==> config.mk <==
export PLATFORM = sky130hd
export DESIGN_NAME = fpu_opq_pipe
export DESIGN_NICKNAME = d
export VERILOG_FILES = /design/src/rtl/fpu_pipe_pkg.sv /design/src/rtl/fpu_opq_lane.sv /design/src/rtl/fpu_opq_pipe.sv
export SDC_FILE = /design/constraint.sdc
export NUM_CORES = 1
export LEC_CHECK = 0
export ABC_AREA = 1
export CORE_MARGIN = 10
export CORE_UTILIZATION = 38
export CTS_BUF_LIST = sky130_fd_sc_hd__clkbuf_4
export DETAILED_ROUTE_END_ITERATION = 12
export PLACE_DENSITY = 0.83
export SLEW_MARGIN = 30
export SYNTH_ARGS = -nofsm -noshare
export SYNTH_HDL_FRONTEND = slang
export SYNTH_SLANG_ARGS = --single-unit
==> constraint.sdc <==
create_clock -name clk -period 1.36 [get_ports clk]
set_clock_uncertainty 0.1 [all_clocks]
set_input_delay 0.34 -clock clk [delete_from_list [all_inputs] [get_ports clk]]
set_output_delay 0.34 -clock clk [all_outputs]
set_load 0.005 [all_outputs]
==> src/rtl/fpu_pipe_pkg.sv <==
// Shared types and constants for the FPU op/XADD delay line beside the H/L FPU halves.
package fpu_pipe_pkg;

  localparam int unsigned FPU_OPW   = 21;
  localparam int unsigned ERR_CNT_W = 4;

  // fop_cmpDH encoding from fpoperations: its flags are produced by the H half.
  localparam logic [7:0] FOP_CMP_DH = 8'h3b;

  typedef struct packed {
    logic               vld;
    logic [FPU_OPW-1:0] op;
    logic               xadd;
  } fpu_stage_t;

endpackage

==> src/rtl/fpu_opq_lane.sv <==
// One FPU issue port: DEPTH-stage op/XADD shift register with its cross-add,
// flag-select and busy taps.
module fpu_opq_lane
  import fpu_pipe_pkg::*;
#(
  parameter int unsigned DEPTH    = 4,
  parameter int unsigned OPW      = FPU_OPW,
  parameter int unsigned FLW      = 6,
  parameter int unsigned XADD_BIT = 10,
  parameter logic [7:0]  CMP_OP   = FOP_CMP_DH
) (
  input  logic           clk,
  input  logic           rst,
  input  logic           i_stall,
  input  logic           i_flush,
  input  logic           i_vld,
  input  logic [OPW-1:0] i_op,
  input  logic           i_xadd,
  input  logic [FLW-1:0] i_foos_h,
  input  logic [FLW-1:0] i_foos_l,
  output logic           o_xadd_vec,
  output logic [FLW-1:0] o_fus,
  output logic           o_busy
);

  fpu_stage_t r_stage [DEPTH];
  fpu_stage_t w_in;
  fpu_stage_t w_xtap;
  fpu_stage_t w_ftap;

  always_comb begin
    w_in      = '0;
    w_in.vld  = i_vld;
    w_in.op   = FPU_OPW'(i_op);
    w_in.xadd = i_xadd;
  end

  // Flush wins over stall; bubbles carry their op/xadd contents forward.
  always_ff @(posedge clk or negedge rst) begin
    if (!rst) begin
      for (int k = 0; k < DEPTH; k++) r_stage[k] <= '0;
    end else if (i_flush) begin
      for (int k = 0; k < DEPTH; k++) r_stage[k] <= '0;
    end else if (!i_stall) begin
      r_stage[0] <= w_in;
      for (int k = 1; k < DEPTH; k++) r_stage[k] <= r_stage[k-1];
    end
  end

  assign w_xtap = r_stage[DEPTH-2];
  assign w_ftap = r_stage[DEPTH-1];

  assign o_xadd_vec = w_xtap.vld & ~w_xtap.xadd & w_xtap.op[XADD_BIT];

  always_comb begin
    o_fus = i_foos_l;
    if (w_ftap.vld && (w_ftap.op[7:0] == CMP_OP)) o_fus = i_foos_h;
  end

  always_comb begin
    o_busy = 1'b0;
    for (int k = 0; k < DEPTH; k++) o_busy = o_busy | r_stage[k].vld;
  end

endmodule

==> src/rtl/fpu_opq_pipe.sv <==
// Multi-port FPU op/XADD delay line with H/L return-tag merge and sticky
// double-drive collision tracking.
module fpu_opq_pipe
  import fpu_pipe_pkg::*;
#(
  parameter int unsigned PORTS    = 3,
  parameter int unsigned DEPTH    = 4,
  parameter int unsigned OPW      = FPU_OPW,
  parameter int unsigned FLW      = 6,
  parameter int unsigned RETW     = 14,
  parameter int unsigned XADD_BIT = 10,
  parameter logic [7:0]  CMP_OP   = FOP_CMP_DH
) (
  input  logic                  clk,
  input  logic                  rst,
  input  logic                  stall,
  input  logic                  flush,
  input  logic [PORTS-1:0]      in_vld,
  input  logic [PORTS*OPW-1:0]  in_op,
  input  logic [PORTS-1:0]      in_xadd,
  input  logic [PORTS*RETW-1:0] retH,
  input  logic [PORTS*RETW-1:0] retL,
  input  logic [PORTS-1:0]      ret_enH,
  input  logic [PORTS-1:0]      ret_enL,
  input  logic [PORTS*FLW-1:0]  foosH,
  input  logic [PORTS*FLW-1:0]  foosL,
  output logic [PORTS-1:0]      xadd_vec,
  output logic [PORTS*FLW-1:0]  fus,
  output logic [PORTS*RETW-1:0] ret,
  output logic [PORTS-1:0]      ret_en,
  output logic [PORTS-1:0]      busy,
  output logic                  ret_err,
  output logic [ERR_CNT_W-1:0]  ret_err_cnt
);

  logic                 w_coll;
  logic                 r_err;
  logic [ERR_CNT_W-1:0] r_err_cnt;

  for (genvar p = 0; p < PORTS; p++) begin : g_lane
    fpu_opq_lane #(
      .DEPTH    (DEPTH),
      .OPW      (OPW),
      .FLW      (FLW),
      .XADD_BIT (XADD_BIT),
      .CMP_OP   (CMP_OP)
    ) u_lane (
      .clk        (clk),
      .rst        (rst),
      .i_stall    (stall),
      .i_flush    (flush),
      .i_vld      (in_vld[p]),
      .i_op       (in_op[p*OPW +: OPW]),
      .i_xadd     (in_xadd[p]),
      .i_foos_h   (foosH[p*FLW +: FLW]),
      .i_foos_l   (foosL[p*FLW +: FLW]),
      .o_xadd_vec (xadd_vec[p]),
      .o_fus      (fus[p*FLW +: FLW]),
      .o_busy     (busy[p])
    );
  end

  // Return path is pure merge: both halves never legally drive the same port.
  assign ret    = retH | retL;
  assign ret_en = ret_enH | ret_enL;
  assign w_coll = |(ret_enH & ret_enL);

  // One count per colliding cycle, however many ports collided.
  always_ff @(posedge clk or negedge rst) begin
    if (!rst) begin
      r_err     <= 1'b0;
      r_err_cnt <= '0;
    end else if (w_coll) begin
      r_err <= 1'b1;
      if (r_err_cnt != '1) r_err_cnt <= r_err_cnt + ERR_CNT_W'(1);
    end
  end

  assign ret_err     = r_err;
  assign ret_err_cnt = r_err_cnt;

endmodule

==> metrics.md, run 1 <==
| Metric | Value |
|---|---|
| Non-Filler Instances | `between 1000 and 1500` |
| Worst Path Arrival | `about 1.7 ns` |
| Clock Latency Late Sink | `0.52 ns` |
| Distinct cells, synth | `22` |
| Initial core utilization | `0.391` |
| HP Class | `in -> async` |
| Worst-margin pin slew | `between 0.3 and 0.4 ns` |
| Wire per inst | `16.9 um` |
| Crit start category | `flop` |
| Cell depth of the worst setup path | `7` |
| Slowest stage delay, CP | `0.42 ns` |
| Tcrit/Tclk final | `1.60` |
| Max-slew violation count | `0` |
| Critical path endpoint | `fus[8]` |
| Area grow syn2layout | `63.4%` |
| Share of cells above drive strength 1 | `0.301` |
| Pin count of the biggest net entering global routing | `47` |
| Power Total | `8.66 mW` |
| Flop-to-flop setup slack | `0 ns` |
| Fin worst setup slack | `-0.821 ns` |
| Iter 0 DRT Violations | `between 150 and 200` |
| Row count | `44` |
| CP max FO | `5` |
| CP max-delay cell | `dfrtp_1` |
| Pre-antenna DRT Iters | `6` |
| Clock Path Buffers | `2` |
| Post-Synthesis Cells | `611` |
| Total core area | `14600 um2` |
| Commonest non-fill, non-tap cell in the layout | `dfrtp_1` |
| Nature of the critical path endpoint | `output pin` |
| Clk pin slew, worst setup/hold paths | `~0.11 ns` |
| Post-Syn Area | `5730 um2` |
| Worst R2R End | `ret_err_cnt[1]` |
| Via count | `5335` |
| Seq/Total Area, Yosys | `0.572` |
| Power per Cell Area | `about 930 nW/um2` |
| Violated checks | `setup timing` |
| Dpl cells | `between 1000 and 1500` |
| Outcome | `finished, violations left` |
| Slew headroom | `0.798` |
| Root buf cell | `clkbuf_4` |
| Clk sinks | `131` |
| Detailed Place HPWL | `14100 um` |
| Crit path launch | `g_lane[1].u_lane.r_stage[7]` |
| IO buf count | `236` |
| IO Count | `between 200 and 300` |
| Fin crit period | `~2.2 ns` |
| Final setup vio count | `30` |
| Fillers | `1163` |
| Setup Crit Path Kind | `reg -> out` |
| Vias in the first global route | `5266` |
| Post-DRT Antenna Nets | `0` |
| Initial antenna violation count | `3` |
| Count of state elements after synthesis | `131` |
| WL final | `18700 um` |
| CTS tree | `built` |
| Worst-path cell chain | `nor3_4 > buf_12 > nand3_4 > buf_6 > nand2_2 > nand2_2 > buf_6` |
| EDFF count, synth | `0` |
| H-tree depth | `4` |
| TritonCTS Buffers | `17` |
| CP top delay family | `flip-flops` |
| Global-route wire length before repair | `28600 um` |
| Worst-case reg-to-reg path depth | `10` |
| Unrepaired setup endpoints after global routing | `true` |
| Maximum vdd ir drop | `862 uV` |
| Synth Flop Type | `dfrtp_1` |
| Congestion Overflow GR | `0` |
| Yosys warns | `0` |
| Routed vias/inst | `4.82` |
| Commonest non-fill, non-tap cells in the layout | `dfrtp_1 (131), inv_1 (97), clkdlybuf4s50_1 (71)` |
| Final Hold Viols | `0` |
| Buf/Inv on CP | `3` |
| Critical Path RT | `about 0.92 ns` |
| Total GRT Usage | `0.176` |
| Final nets | `1108` |
| Syn nets | `811` |
| Final instance area | `about 9400 um2` |
| LEAKAGE | `4.30 nW` |
| Post-synthesis area per instance | `9.37 um2` |
| Die Wd | `143 um` |
| Die height | `143 um` |
| R2R Path Start | `ret_err_cnt[1]` |
| Placed cell area | `8620 um2` |
| Die Area | `20400 um2` |
| Remaining DRCs | `0` |
| Max cap viols | `0` |
| GPL Wtd Cong | `about 0.76` |
| Maximum achievable frequency | `between 400 and 500 MHz` |
| Ys async rst share | `1.00` |
==> report_power, final <==
| group | total (mW) | internal, mW | switching, mW |
|---|---|---|---|
| clock | 2.60 | 1.28 | 1.32 |
| combinational | 1.90 | 1.10 | 0.795 |
| sequential | 4.16 | 4.09 | 0.0744 |
==> cells by family (layout without fill, tap and decap cells) <==
logic type / count (synthesis) / in the layout / share of synthesized area
compound gates: 127 / 127 / 0.127
xor+xnor: 1 / 1 / 0.00153
flops: 131 / 131 / 0.572
other cells: 0 / 1 / 0
buf+inv: 148 / 458 / 0.116
fa+ha+maj: 1 / 1 / 0.00218
simple gates: 203 / 203 / 0.182
==> final cells by class <==
class | count | area [um2] | area share
timing repair buffer | 317 | 3070 | 0.328
inverter | 109 | 412 | 0.0440
antenna | 1 | 2.50 | 0.000267
clock buffer | 19 | 143 | 0.0152
tap | 184 | 230 | 0.0246
multi-input combinational | 332 | 2090 | 0.223
clock inverter | 13 | 141 | 0.0151
sequential | 131 | 3280 | 0.350
==> what timing repair did <==
item | in CTS | in global routing
pin swaps | 78 | 41
hold buffers | 1 | 0
endpoints found under the hold margin | 131 | 0
buffers inserted | 22 | 9
endpoints found under the setup margin | 76 | 62
gates resized for setup | 551 | 62
==> routing by layer <==
layer  share of wire  up-vias  track usage
li1                -     2621            -
met1            0.41     2518        0.199
met2            0.50      171        0.308
met3           0.080       21       0.0653
met4           0.012        4       0.0483
met5          0.0016        -            0
==> state kept, by name (all words and copies together), names as in the netlist <==
name and count:
ret_err 1, g_lane.u_lane.r_stage 126, ret_err_cnt 4
==> synth_stat cells, types with 7 or more instances <==
cell type    n  area, um2
dfrtp_1    131       3280
inv_1      109        409
o22ai_1     69        432
nand3_1     62        310
nand2_1     59        221
o21ai_0     57        285
or2_2       46        288
nand4_1     21        131
buf_2       10       50.1
clkbuf_1    10       37.5
buf_6        9        101
buf_4        7       52.6
==> how the worst min path moves through the flow <==
stage | start | end | slack (ns)
finish | rst | g_lane[1].u_lane.r_stage[71] | 0.15
global route | rst | g_lane[2].u_lane.r_stage[71] | 0.16
CTS | rst | g_lane[1].u_lane.r_stage[71] | 0.11
detailed placement | rst | g_lane[1].u_lane.r_stage[6] | 0.14
global placement | rst | g_lane[1].u_lane.r_stage[7] | 0.14
floorplan | rst | g_lane[0].u_lane.r_stage[1] | -0.06
==> stage by stage <==
step	hold WS (ns)	utilization	TNS, ns	setup slack (ns)
finish	0.150	0.639	-16.25	-0.821
global route	0.156	0.639	-19.77	-0.929
CTS	0.113	0.624	-18.08	-0.876
detailed placement	0.138	0.588	-77.17	-0.633
global placement	0.143	0.588	-74.36	-0.605
floorplan	-0.0556	-	-0.0586	-0.00690
Note: power is estimated with default switching activity, not from simulation.
==> run 2, diff against run 1 <==
Settings changed: REMOVE_ABC_BUFFERS from default to 1.
==> run 2 against run 1 <==
  * The run still ends with setup timing left
  * Sequential cell count stayed put
  * Sequential power hardly changed
  * Critical path depth stayed put
  * Maximum frequency is 0.83% lower
  * Die area stayed put
  * Combinational power is 9% lower
  * Count of clock-buffer cells in the layout stayed put
  * Largest cell class unchanged
==> metrics.md, run 2 (same netlist as run 1, synthesis figures left out) <==
| Metric | Value |
|---|---|
| Clock Power Share | `0.292 (was 0.300)` |
| Violated checks | `setup timing (unchanged)` |
| Flop pwr share | `0.501 (was 0.480)` |
| Root buf cell | `clkbuf_4 (unchanged)` |
| Pre-antenna DRT Iters | `4 (was 6)` |
| Routed vias/inst | `4.86 (was 4.82)` |
| R2R Path Start | `ret_err_cnt[1] (unchanged)` |
| HP Class | `in -> async (unchanged)` |
| CTS tree | `built (unchanged)` |
| TritonCTS Buffers | `17 (unchanged)` |
| Cell Int Power | `6.18 mW (was 6.47 mW)` |
| Pin count of the biggest net entering global routing | `46 (was 47)` |
| Die Area | `20400 um2 (unchanged)` |
| Max cap viols | `0 (unchanged)` |
| Remaining DRCs | `0 (unchanged)` |
| Wire per inst | `15.8 um (was 16.9 um)` |
| Setup TNS | `-16.27 ns (was -16.25 ns)` |
| Row count | `44 (unchanged)` |
| Slew headroom | `0.776 (was 0.798)` |
| Fin crit period | `2.20 ns (was 2.18 ns)` |
| Total core area | `14600 um2 (unchanged)` |
| Outcome | `finished, violations left (unchanged)` |
| Initial core utilization | `0.391 (unchanged)` |
| Worst Path Arrival | `1.76 ns (was 1.74 ns)` |
| IO Count | `273 (unchanged)` |
| Commonest non-fill, non-tap cell in the layout | `dfrtp_1 (unchanged)` |
| Max-slew violation count | `0 (unchanged)` |
| Commonest non-fill, non-tap cells in the layout | `dfrtp_1 (130), inv_1 (96), clkdlybuf4s50_1 (71) (was dfrtp_1 (131), inv_1 (97), clkdlybuf4s50_1 (71))` |
| Final setup vio count | `29 (was 30)` |
| Post-DRT Antenna Nets | `0 (unchanged)` |
| Clk sinks | `131 (unchanged)` |
| Final Hold Viols | `0 (unchanged)` |
| Final nets | `1108 (unchanged)` |
| Power per Cell Area | `898 nW/um2 (was 926 nW/um2)` |
| Tcrit/Tclk final | `1.62 (was 1.60)` |
| Unrepaired setup endpoints after global routing | `true (unchanged)` |
| Total GRT Usage | `0.168 (was 0.176)` |
| Switching share of total power | `0.259 (was 0.253)` |
| Detailed Place HPWL | `13000 um (was 14100 um)` |
| Share of cells above drive strength 1 | `0.301 (about the same)` |
| Clock Path Buffers | `2 (unchanged)` |
| Vias in the first global route | `5454 (was 5266)` |
| Initial antenna violation count | `0 (was 3)` |
| Psw | `2.16 mW (was 2.19 mW)` |
| Clk pin slew, worst setup/hold paths | `0.11 ns (about the same)` |
| Worst-case reg-to-reg path depth | `8 (was 10)` |
| Die height | `143 um (unchanged)` |
| Final Util | `0.635 (was 0.639)` |
| Crit path launch | `g_lane[0].u_lane.r_stage[8] (was g_lane[1].u_lane.r_stage[7])` |
| Setup Crit Path Kind | `reg -> out (unchanged)` |
| Die Wd | `143 um (unchanged)` |
| Area grow syn2layout | `62.3% (was 63.4%)` |
| WL final | `17400 um (was 18700 um)` |
| Ant diodes | `0 (was 1)` |
| Global-route wire length before repair | `27400 um (was 28600 um)` |
| Nature of the critical path endpoint | `output pin (unchanged)` |
| Max reg flops | `126 (unchanged)` |
| Clock Latency Late Sink | `0.52 ns (about the same)` |
| Worst-margin pin slew | `0.337 ns (was 0.304 ns)` |
| Gate power share | `0.207 (was 0.219)` |
| Maximum achievable frequency | `455 MHz (was 459 MHz)` |
| Iter 0 DRT Violations | `219 (was 169)` |
| Via count | `5362 (was 5335)` |
| GPL Wtd Cong | `0.764 (was 0.762)` |
| IO buf count | `236 (unchanged)` |
| Power Total | `8.35 mW (was 8.66 mW)` |
| CP max FO | `3 (was 5)` |
| Largest Register | `g_lane.u_lane.r_stage (unchanged)` |
| Fin worst setup slack | `-0.839 ns (was -0.821 ns)` |
| Critical Path RT | `0.92 ns (about the same)` |
| H-tree depth | `4 (unchanged)` |
| Crit start category | `flop (unchanged)` |
| Maximum vdd ir drop | `898 uV (was 862 uV)` |
| Congestion Overflow GR | `0 (unchanged)` |
| LEAKAGE | `4.27 nW (was 4.30 nW)` |
==> run 2: worst max-delay path: stages, from the launching register on <==
cell     delay (ns)
dfrtp_1        0.42
nor3_4         0.21
buf_6          0.13
buf_6          0.10
buf_6          0.09
nand4_1        0.09
nand2_2        0.10
buf_6          0.10
==> run 2: stage by stage <==
| step | area [um2] | instances | worst slack, ns | hold slack, ns |
|---|---|---|---|---|
| after global placement | 8620 | 1049 | -0.636 | 0.160 |
| after floorplan | 5480 | 572 | -1.66 | -0.0556 |
| after detailed placement | 8620 | 1049 | -0.638 | 0.166 |
| after global routing | 9300 | 1104 | -0.954 | 0.0973 |
| final | 9300 | 1104 | -0.839 | 0.146 |
| after CTS | 9230 | 1110 | -0.903 | 0.106 |
==> run 2: what timing repair did <==
action | CTS | global route
pin swaps | 70 | 40
gates resized for setup | 560 | 57
hold buffers | 1 | 0
endpoints found under the hold margin | 131 | 0
buffers inserted | 30 | 6
setup endpoints to repair | 75 | 59
==> run 2: worst paths after layout <==
kind,to,slack (ns)
hold / removal,g_lane[0].u_lane.r_stage[71],0.15
setup / recovery,fus[3],-0.84
max in group asynchronous,g_lane[0].u_lane.r_stage[46],0.49
hold reg to reg,ret_err,0.37
min in group clk,ret_err,0.25
setup reg to reg,ret_err_cnt[2],0.05
==> run 2: cell type report <==
class                   instances  area, um2
clock buffers                  19        143
multi-input cells             332       2060
well taps                     184        230
fillers                      1181       5350
inverters                     109        409
repair buffers                317       3060
clock inverters                12        116
flip-flops and latches        131       3280
==> run 2: power groups by stage <==
stage / logic [mW] / clock network, mW / registers [mW]
2_1_floorplan: 0.490 / 0 / 4.25
3_3_place_gp: 1.64 / 0 / 4.24
3_5_place_dp: 1.69 / 0 / 4.25
4_1_cts: 1.68 / 2.51 / 4.17
5_1_grt: 1.90 / 2.71 / 4.20
6_report: 1.73 / 2.44 / 4.18
==> run 2: per-layer routing <==
| layer | up-vias | global-route usage | wire length [um] |
|---|---|---|---|
| met4 | 0 | 0.0575 | 167 |
| met3 | 18 | 0.0514 | 1400 |
| met2 | 210 | 0.294 | 8750 |
| met1 | 2511 | 0.191 | 7130 |
| li1 | 2623 | - | - |
| met5 | - | 0 | 0 |
